**src/rtl/serializer8_pkg.sv**
```systemverilog
// Shared types and constants for the 8-bit parallel-to-serial stage.
package serializer8_pkg;

  typedef enum logic {
    IDLE  = 1'b0,
    SHIFT = 1'b1
  } state_t;

  localparam int             WORD_W   = 8;
  localparam int             SEL_W    = 3;
  localparam logic [SEL_W-1:0] LAST_IDX = 3'd7;

  // Beat count to bit position; MSB-first walks the word downwards.
  function automatic logic [SEL_W-1:0] map_idx(input logic msb_first,
                                               input logic [SEL_W-1:0] cnt);
    return msb_first ? (LAST_IDX - cnt) : cnt;
  endfunction

endpackage

```
**src/rtl/serializer8_if.sv**
```systemverilog
// Parallel-in / serial-out handshake bundle for serializer8.
interface serializer8_if;
  import serializer8_pkg::*;

  logic [WORD_W-1:0] in_data;
  logic              in_valid;
  logic              in_ready;
  logic              ser_out;
  logic              ser_valid;
  logic              ser_ready;
  logic              ser_last;
  logic [SEL_W-1:0]  sel;
  logic              busy;

  modport master (
    output in_data, in_valid, ser_ready,
    input  in_ready, ser_out, ser_valid, ser_last, sel, busy
  );

  modport slave (
    input  in_data, in_valid, ser_ready,
    output in_ready, ser_out, ser_valid, ser_last, sel, busy
  );

endinterface

```
**src/rtl/serializer8_bit_pick8.sv**
```systemverilog
// Combinational 8:1 bit select driving the serial line.
module bit_pick8
  import serializer8_pkg::*;
(
  input  logic [WORD_W-1:0] data,
  input  logic [SEL_W-1:0]  sel,
  output logic              picked
);

  assign picked = data[sel];

endmodule

```
**src/rtl/serializer8.sv**
```systemverilog
// Holds an accepted 8-bit word and emits it one bit per accepted serial beat.
module serializer8
  import serializer8_pkg::*;
#(
  parameter bit MSB_FIRST  = 1'b1,
  parameter bit IDLE_LEVEL = 1'b0
)
(
  input  logic         clk,
  input  logic         reset,
  serializer8_if.slave bus
);

  state_t            state, state_next;
  logic [WORD_W-1:0] data_q, data_next;
  logic [SEL_W-1:0]  cnt, cnt_next;
  logic              in_ready_c;
  logic              shifting;
  logic [SEL_W-1:0]  idx;
  logic              picked;

  always_ff @(posedge clk or posedge reset) begin
    if (reset) begin
      state  <= IDLE;
      data_q <= '0;
      cnt    <= '0;
    end else begin
      state  <= state_next;
      data_q <= data_next;
      cnt    <= cnt_next;
    end
  end

  // A word may be loaded from IDLE or on the final beat of the current word,
  // which keeps back-to-back words free of bubbles.
  always_comb begin
    state_next = state;
    data_next  = data_q;
    cnt_next   = cnt;
    in_ready_c = 1'b0;
    case (state)
      IDLE: begin
        in_ready_c = 1'b1;
        if (bus.in_valid) begin
          data_next  = bus.in_data;
          cnt_next   = '0;
          state_next = SHIFT;
        end
      end
      SHIFT: begin
        if (bus.ser_ready) begin
          if (cnt == LAST_IDX) begin
            in_ready_c = 1'b1;
            if (bus.in_valid) begin
              data_next = bus.in_data;
              cnt_next  = '0;
            end else begin
              state_next = IDLE;
            end
          end else begin
            cnt_next = cnt + 3'd1;
          end
        end
      end
      default: state_next = IDLE;
    endcase
  end

  assign shifting = (state == SHIFT);
  assign idx      = shifting ? map_idx(MSB_FIRST, cnt) : '0;

  bit_pick8 u_pick (
    .data   (data_q),
    .sel    (idx),
    .picked (picked)
  );

  // in_ready is held low for the whole time reset is asserted.
  assign bus.in_ready  = in_ready_c & ~reset;
  assign bus.ser_valid = shifting;
  assign bus.busy      = shifting;
  assign bus.ser_last  = shifting && (cnt == LAST_IDX);
  assign bus.sel       = idx;
  assign bus.ser_out   = shifting ? picked : IDLE_LEVEL;

endmodule

```
**src/flat_wrapper.sv**
```systemverilog
// flat-port wrapper written by rule: the top's interface ports become plain ports
module serializer8_flat import serializer8_pkg::*;
#(
  parameter bit MSB_FIRST  = 1'b1,
  parameter bit IDLE_LEVEL = 1'b0
)
  (clk, reset, bus_in_data, bus_in_valid, bus_ser_ready, bus_in_ready, bus_ser_out, bus_ser_valid, bus_ser_last, bus_sel, bus_busy);
  serializer8_if bus_i ();
  input  logic clk;
  input  logic reset;
  input wire logic [$bits(bus_i.in_data)-1:0] bus_in_data;
  input wire logic [$bits(bus_i.in_valid)-1:0] bus_in_valid;
  input wire logic [$bits(bus_i.ser_ready)-1:0] bus_ser_ready;
  output wire logic [$bits(bus_i.in_ready)-1:0] bus_in_ready;
  output wire logic [$bits(bus_i.ser_out)-1:0] bus_ser_out;
  output wire logic [$bits(bus_i.ser_valid)-1:0] bus_ser_valid;
  output wire logic [$bits(bus_i.ser_last)-1:0] bus_ser_last;
  output wire logic [$bits(bus_i.sel)-1:0] bus_sel;
  output wire logic [$bits(bus_i.busy)-1:0] bus_busy;
  assign bus_i.in_data = bus_in_data;
  assign bus_i.in_valid = bus_in_valid;
  assign bus_i.ser_ready = bus_ser_ready;
  assign bus_in_ready = bus_i.in_ready;
  assign bus_ser_out = bus_i.ser_out;
  assign bus_ser_valid = bus_i.ser_valid;
  assign bus_ser_last = bus_i.ser_last;
  assign bus_sel = bus_i.sel;
  assign bus_busy = bus_i.busy;
  serializer8 #(.MSB_FIRST(MSB_FIRST), .IDLE_LEVEL(IDLE_LEVEL)) u_core (.clk(clk), .reset(reset), .bus(bus_i));
endmodule
```
**config.mk**
```make
export PLATFORM = sky130hd
export DESIGN_NAME = serializer8_flat
export DESIGN_NICKNAME = d
export VERILOG_FILES = /design/src/rtl/serializer8_pkg.sv /design/src/rtl/serializer8_if.sv /design/src/rtl/serializer8_bit_pick8.sv /design/src/rtl/serializer8.sv /design/src/flat_wrapper.sv
export SDC_FILE = /design/constraint.sdc
export NUM_CORES = 1
export LEC_CHECK = 0
export BUFFER_PORTS_ARGS = -buffer_cell sky130_fd_sc_hd__buf_2
export CAP_MARGIN = 20
export CORE_AREA = 2 2 39 41
export CTS_BUF_LIST = sky130_fd_sc_hd__clkbuf_8
export DETAILED_ROUTE_END_ITERATION = 8
export DIE_AREA = 0 0 41 43
export GPL_TIMING_DRIVEN = 0
export HOLD_SLACK_MARGIN = 0.08
export PLACE_DENSITY = 0.84
export RECOVER_POWER = 100
export SLEW_MARGIN = 20
export SYNTH_ARGS = -nofsm -noshare
export SYNTH_HDL_FRONTEND = slang
export SYNTH_SLANG_ARGS = --single-unit
```
**constraint.sdc**
```tcl
create_clock -name clk -period 2.6 [get_ports clk]
set_clock_uncertainty 0.15 [all_clocks]
set_input_delay 0.13 -clock clk [delete_from_list [all_inputs] [get_ports clk]]
set_output_delay 0.13 -clock clk [all_outputs]
set_load 0.01 [all_outputs]
```
==> key figures, run 1 <==
Yosys
  – Syn_area_per_cell: 12.4 um^2
  – Post-Synthesis Cells: between 50 and 60
  – Share of synthesized area occupied by flip-flops and latches: 41.0%
  – Post-synthesis cell type count: 26
  – Syn nets: 74
  – Synth Register Bits: 12
  – Synth warn: 0
  – Cell Area, Synth: between 700 and 800 um^2

Worst setup path
  – Crit path DAT: around 2.0 ns
  – Length in cells of the worst reg-to-reg path: 5
  – CP Buf/Inv Count: 0
  – CP delay by family, top: adder cells
  – Crit path top cell by count: ha_1
  – Slowest CP cell: dfrtp_1
  – Instance count on the critical path: 5
  – Crit path required time: 2.57 ns
  – Crit. End Element: flip-flop
  – CP startpoint kind: flip-flop
  – R2r setup slk: 0.54 ns
  – Setup Crit Path Kind: flip-flop to flip-flop
  – Critical path cell sequence: ha_1, ha_1, a21bo_1, nand2_1, mux2_1
  – Max FO, Critical Path: 8
  – Critical Path Max Stage Delay: 0.45 ns

Clock tree
  – CTS Sinks: 12
  – CTS buffer count: 3
  – Clk slew on worst S/H paths: 0.05 ns
  – Clk Latency, worst-skew pair: 0.24 ns
  – CTS tree: yes
  – H-Tree Depth: 1
  – Clock root cell: clkbuf_8
  – Post-cts resize count: 0
  – Longest Clk Path Bufs: 2

GRT
  – Vias in the first global route: a little under 600
  – Global routing usage on met2: roughly a third
  – Largest net degree at the start of global routing: 13
  – Global-route wire length before repair: 2500 um
  – Congestion Overflow GR: 0
  – Total track usage: 21.1%
  – M3 GR Usage: under 10%
  – Initial antenna violation count: 0
  – Met1 usage: approximately 28%
  – Global route hottest layer: met2

Die
  – Die X: 41 um
  – Row Count: 14
  – Num ports: 20
  – Area of the die: ~1800 um^2
  – Die Span Y: between 40 and 50 um
  – Starting Density: 52.9%
  – Core Region: roughly 1400 um^2

Final layout
  – Share of cells above drive strength 1: 27.2%
  – Diode count: 0
  – Final nets: between 100 and 150
  – Post-layout util: 68.4%
  – Layout area overhead: 29.2%

Timing
  – Final Max Tran Viols: 0
  – Max Freq: ~0.48 GHz
  – Final hold viol count: 0
  – Total negative setup slack: 0 ns
  – Unrepaired setup endpoints after global routing: no
  – Least-Margin Pin Slew: 0.437 ns
  – Slew headroom: 70.1%
  – Period utilization: about four fifths
  – Worst hold margin: between 0.08 and 0.09 ns
  – Setup violators final: 0
  – Fin crit period: 2.06 ns

Routing
  – Drt wl/cell: approximately 14 um
  – Drt total wl: 1460 um
  – Vias/cell: 5.09
  – Initial drt markers: 6
  – Vias: 550
  – Drc violations: 0
  – Routed Antenna Nets: 0
  – Drt pass-1 iters: 4

Placement
  – Routability Congestion: 0.725
  – Port Buf Inserts: 19
  – DP HPWL: 1020 um

Power and ir drop
  – Switching portion of total power: 34.2%
  – Seq pwr share: 36.0%
  – Comb power frac: 42.8%
  – Pleak: 0.465 nW
  – PwrDens: 1010 nW/um^2
  – Clk network pwr share: a little over a fifth
  – Sw Pwr: between 0.0003 and 0.0004 W
  – Peak VDD IR: 565 uV
  – Internal power: between 0.0006 and 0.0007 W

Run
  – Max Cap Viol: 0

Run status
  – Status: finished, final reports clean

Min path
  – Hold path cells: 3
  – Min-delay worst type: input pin to flip-flop
[cell families after synthesis]
logic type,after synthesis,synth area share [%]
compound gates,14,16.2
fa+ha+maj,3,5.13
buf+inv,7,5.13
flops,12,41.0
mux,10,20.0
simple gates,13,12.5
[path summary, 6_finish.rpt]
kind                                    end             start
hold / removal              u_core.bus.busy     bus_ser_ready
min in group asynchronous   u_core.bus.busy             reset
hold reg to reg            u_core.data_q[2]  u_core.data_q[2]
setup / recovery           u_core.data_q[0]     u_core.cnt[1]
max in group asynchronous     u_core.cnt[2]             reset
setup reg to reg           u_core.data_q[0]     u_core.cnt[1]
[state kept, by name (all words and copies together), names as in the netlist]
signal           flops
u_core.data_q        8
u_core.cnt           3
u_core.bus.busy      1
[layout make-up]
| cell class | instances | area [um^2] |
|---|---|---|
| inverter | 5 | 18.8 |
| multi-input combinational | 40 | 345 |
| fill | 104 | 438 |
| tap | 16 | 20.0 |
| timing repair buffer | 29 | 188 |
| buffer | 2 | 18.8 |
| clock buffer | 4 | 55.1 |
| sequential | 12 | 300 |
[timing repair]
item | CTS | global route
hold buffers | 10 | 0
setup buffers | 0 | 0
endpoints found under the hold margin | 21 | 0
[per-stage QoR]
step / setup slack (ns) / power (W) / instance area, um^2 / instances
after floorplan: 0.867 / 0.000689 / 732 / 59
after global placement: 0.781 / 0.000787 / 847 / 94
after detailed placement: 0.775 / 0.000810 / 847 / 94
after CTS: 0.665 / 0.00103 / 1000 / 108
after global routing: 0.445 / 0.00103 / 946 / 108
final: 0.537 / 0.000957 / 946 / 108
[synth_stat cells]
| master | count | share of area, % |
|---|---|---|
| a2111oi_0 | 1 | 1.2 |
| a21bo_4 | 1 | 2.2 |
| a21oi_1 | 2 | 1.4 |
| a22o_1 | 4 | 4.8 |
| a311oi_1 | 1 | 1.2 |
| and2_0 | 1 | 0.86 |
| and2_1 | 1 | 0.86 |
| and2b_2 | 1 | 1.2 |
| buf_4 | 1 | 1.0 |
| buf_6 | 1 | 1.5 |
| dfrtp_1 | 12 | 41 |
| ha_1 | 3 | 5.1 |
| inv_1 | 5 | 2.6 |
| mux2_2 | 1 | 1.5 |
| mux2_4 | 9 | 18 |
| nand2_1 | 3 | 1.5 |
| nand2_8 | 1 | 2.7 |
| nor2_1 | 2 | 1.0 |
| nor2b_1 | 1 | 0.86 |
| nor3b_1 | 1 | 1.0 |
| o211ai_1 | 1 | 1.0 |
| o21a_1 | 1 | 1.0 |
| o21ai_0 | 2 | 1.4 |
| o221ai_2 | 1 | 2.1 |
| or2b_2 | 1 | 1.2 |
| or3b_1 | 1 | 1.2 |
[worst reg2reg max path: stages (launching register included)]
cell and delay [ns]:
dfrtp_1 0.45, ha_1 0.25, ha_1 0.22, a21bo_1 0.19
nand2_1 0.31, mux2_1 0.37
[power groups by stage]
stage | sequential [W] | combinational, W | clock [W]
6_report | 0.000345 | 0.000409 | 0.000203
5_1_grt | 0.000358 | 0.000455 | 0.000222
4_1_cts | 0.000346 | 0.000475 | 0.000207
3_5_place_dp | 0.000346 | 0.000464 | 0
3_3_place_gp | 0.000344 | 0.000443 | 0
2_1_floorplan | 0.000326 | 0.000363 | 0
[cell usage in the layout (no fill, tap or decap)]
cell and n:
or2b_2 1, inv_1 5, buf_6 1, a21oi_1 2, o21ai_0 2, clkbuf_8 4, nor3b_1 1, a21bo_1 1
and2_0 2, nand2_1 4, o211ai_1 1, mux2_1 7, and2b_2 1, or3b_1 1, ha_1 3, clkbuf_4 1
nor2b_1 1, a2111oi_0 1, mux2_4 2, buf_2 13, clkbuf_1 6, dfrtp_1 12, a311oi_1 1, nor2_1 2
a22o_1 4, dlygate4sd3_1 10, o21a_1 1, mux2_2 1, o221ai_2 1
[routing by layer]
metal | vias to the layer above | wire length (um) | share of wire, %
met2 | 9 | 767 | 52
met3 | 0 | 31 | 2.1
met4 | 0 | 0 | 0
li1 | 275 | - | -
met5 | - | 0 | 0
met1 | 266 | 663 | 45
No activity file was read; power rests on OpenSTA's default activity.
==> run 2: changes to the inputs <==
ABC_AREA = 1   (was not set)
CORE_AREA = not set   (was 2 2 39 41)
CORE_MARGIN = 2   (was not set)
CORE_UTILIZATION = 53   (was not set)
DIE_AREA = not set   (was 0 0 41 43)
PLACE_DENSITY = 0.82   (was 0.84)
clock period = 2.1 ns   (was 2.6 ns; I/O delays follow)
==> key figures, run 2 <==
GRT
  – Vias in the first global route: 634 (+7.8%)
  – Initial antenna violation count: 0 (unchanged)
  – Congestion Overflow GR: 0 (unchanged)
  – Total track usage: 26.0% (+4.9 points)
  – Largest net degree at the start of global routing: 13 (unchanged)
  – Global-route wire length before repair: 2750 um (+10%)

Routing
  – Drt total wl: 1850 um (+26%)
  – Drt wl/cell: 13.0 um (-4.0%)
  – Routed Antenna Nets: 0 (unchanged)
  – Initial drt markers: 21 (+15)
  – Drc violations: 0 (unchanged)
  – Vias: 712 (+29%)
  – Vias/cell: 5.01 (-1.5%)
  – Drt pass-1 iters: 4 (unchanged)

Placement
  – Routability Congestion: 0.732 (+0.99%)
  – Pre-CTS WS: 0.471 ns (-0.303 ns)
  – Port Buf Inserts: 19 (unchanged)
  – DP HPWL: 1230 um (+21%)

Worst setup path
  – Setup Crit Path Kind: flip-flop to flip-flop
  – Max FO, Critical Path: 4 (-4)
  – Crit. Startpoint: u_core.cnt[0]
  – R2r setup slk: 0.18 ns (-0.35 ns)
  – Setup crit end: u_core.bus.busy
  – CP Buf/Inv Count: 2 (+2)
  – RR Startpoint: u_core.cnt[0]
  – Crit path top cell by count: ha_1
  – Crit path required time: 2.13 ns (-0.44 ns)
  – CP delay by family, top: buffers and inverters
  – Crit. End Element: flip-flop
  – FF-to-FF End: u_core.bus.busy
  – CP startpoint kind: flip-flop
  – Critical path cell sequence: ha_1, ha_1, inv_1, nand2_1, nand3_1, dlygate4sd3_1
  – Slowest CP cell: dlygate4sd3_1
  – Critical Path Max Stage Delay: 0.57 ns (+0.12 ns)
  – Instance count on the critical path: 6 (+1)
  – Length in cells of the worst reg-to-reg path: 6 (+1)
  – Crit path DAT: 1.95 ns (-0.08 ns)

Timing
  – Final hold viol count: 0 (unchanged)
  – Fin crit period: 1.92 ns (-0.146 ns)
  – Total negative setup slack: 0 ns (unchanged)
  – Setup ws final: 0.183 ns (-0.354 ns)
  – Unrepaired setup endpoints after global routing: no
  – Period utilization: 91.3% (+12 points)
  – Setup violators final: 0 (unchanged)
  – Final Max Tran Viols: 0 (unchanged)
  – Max Freq: 0.522 GHz (+7.6%)
  – Least-Margin Pin Slew: 0.466 ns (+0.0292 ns)
  – Slew headroom: 68.9% (-1.2 points)

Clock tree
  – CTS Sinks: 12 (unchanged)
  – Longest Clk Path Bufs: 2 (unchanged)
  – Post-cts resize count: 0 (unchanged)
  – Clock root cell: clkbuf_8
  – CTS buffer count: 3 (unchanged)
  – Post-CTS Setup Bufs: 0 (unchanged)
  – H-Tree Depth: 1 (unchanged)
  – Clk Latency, worst-skew pair: 0.24 ns (about the same)
  – CTS tree: yes
  – Clk slew on worst S/H paths: 0.06 ns (about the same)

Yosys
  – Synth Register Bits: 12 (unchanged)
  – Asr flop ratio synth: 100% (unchanged)
  – Post-synth top cells: inv_1 (21), nand2_1 (20), dfrtp_1 (12)
  – Synth top area cells: dfrtp_1 (41%), inv_1 (11%), nand2_1 (10%)
  – Area share of the largest cell type after synthesis: 40.8% (-0.21 points)
  – Synth warn: 0 (unchanged)
  – Number of flops mapped to enable cells by yosys: 0 (unchanged)
  – Syn_area_per_cell: 8.00 um^2 (-36%)
  – Post-Synthesis Cells: 92 (+56%)
  – Main synth FF type: dfrtp_1
  – Cell with the most instances after synthesis: inv_1
  – Post-synthesis cell type count: 17 (-35%)
  – Area leader, netlist: dfrtp_1
  – Cell Area, Synth: 736 um^2 (+0.51%)
  – Syn nets: 107 (+45%)
  – Share of synthesized area occupied by flip-flops and latches: 40.8% (-0.21 points)

Power and ir drop
  – PwrDens: 1120 nW/um^2 (+10%)
  – Pleak: 0.545 nW (+17%)
  – Peak VDD IR: 759 uV (+34%)

Final layout
  – Fill cells: 111 (+6.7%)
  – Final nets: 143 (+32%)
  – Max FFs per register: 8 (unchanged)
  – Register bank with the most flops: u_core.data_q
  – Share of cells above drive strength 1: 18.1% (-9.1 points)
  – Diode count: 0 (unchanged)
  – Most frequent cells in the layout: inv_1 (21), nand2_1 (21), dlygate4sd3_1 (12), dfrtp_1 (12), buf_2 (11)
  – Layout area overhead: 33.0%

Min path
  – Min-delay worst type: input pin to asynchronous set/reset pin

Die
  – Die Span Y: 41.3 um (-4.1%)
  – Die X: 41.3 um (+0.62%)
  – Num ports: 20 (unchanged)
  – Starting Density: 56.5% (+3.6 points)
  – Row Count: 13 (-1)
  – Area of the die: 1700 um^2 (-3.5%)
  – Core Region: 1300 um^2 (-6.0%)

Run
  – Max Cap Viol: 0 (unchanged)

Run status
  – Status: finished, final reports clean
-- run 2: cell types whose count changed in the layout (fill, tap and decap cells not counted), moves of 4 or more --
cell     previous run  this run
inv_1               5        21
o21ai_0             2         6
nand3_1             0        10
a22o_1              4         0
nor2_1              2         6
mux2_1              7         0
nand2_1             4        21
-- run 2: cell type report --
type / count / area (um^2) / share of cell area [%]
Inverter: 22 / 82.6 / 8.44
Timing Repair Buffer: 31 / 205 / 21.0
Clock buffer: 4 / 55.1 / 5.63
Multi-Input combinational cell: 55 / 293 / 29.9
Tap cell: 15 / 18.8 / 1.92
Sequential cell: 12 / 300 / 30.7
Buffer: 3 / 23.8 / 2.43
-- run 2: cells by family after synthesis --
kind of cell             count (synthesis)  synth area share (%)
AND/OR/NAND/NOR                         40                  26.2
buffers and inverters                   25                  15.3
AO/OA/AOI/OAI                           12                  12.6
flip-flops                              12                  40.8
adder cells (fa/ha/maj)                  3                  5.10
-- run 2: worst register-to-register path: cells and delay by family, from the launching register on --
kind / cells / cell delay [ns]
flip-flops: 1 / 0.40
buffers and inverters: 2 / 0.64
AND/OR/NAND/NOR: 2 / 0.24
adder cells (fa/ha/maj): 2 / 0.42
-- run 2: metal layers --
| layer | wire length, um | share of wire [%] | track usage [%] |
|---|---|---|---|
| met1 | 745 | 40 | 28.4 |
| met2 | 927 | 50 | 44.9 |
| met3 | 132 | 7.2 | 5.98 |
| met4 | 40 | 2.2 | 16.1 |
| met5 | 0 | 0 | 0 |
-- run 2: how the worst min path moves through the flow --
stage / from / endpoint
after global routing: reset / u_core.cnt[2]
after CTS: reset / u_core.bus.busy
after detailed placement: reset / u_core.data_q[4]
after global placement: reset / u_core.cnt[2]
final: reset / u_core.data_q[4]
after floorplan: reset / u_core.bus.busy
-- run 2: metrics by stage --
step	area [um^2]	utilization [%]	std cells	total power, W	hold slack [ns]
6_report	978	75.2	142	0.00109	0.256
5_1_grt	978	75.2	142	0.00119	0.309
4_1_cts	1020	78.8	142	0.00113	0.287
3_5_place_dp	850	65.3	126	0.000851	-0.00924
3_3_place_gp	850	65.3	126	0.000814	-0.0138
2_1_floorplan	736	-	92	0.000705	-0.180
-- run 2: where the power goes --
part / internal (W) / switching (W)
sequential: 0.000320 / 0.0000672
combinational: 0.000178 / 0.000268
clock: 0.000166 / 0.0000943
total: 0.000664 / 0.000430
-- run 2: what timing repair did --
item / in CTS / in global routing
endpoints found under the setup margin: 0 / 0
hold endpoints to repair: 23 / 0
hold buffers: 12 / 0
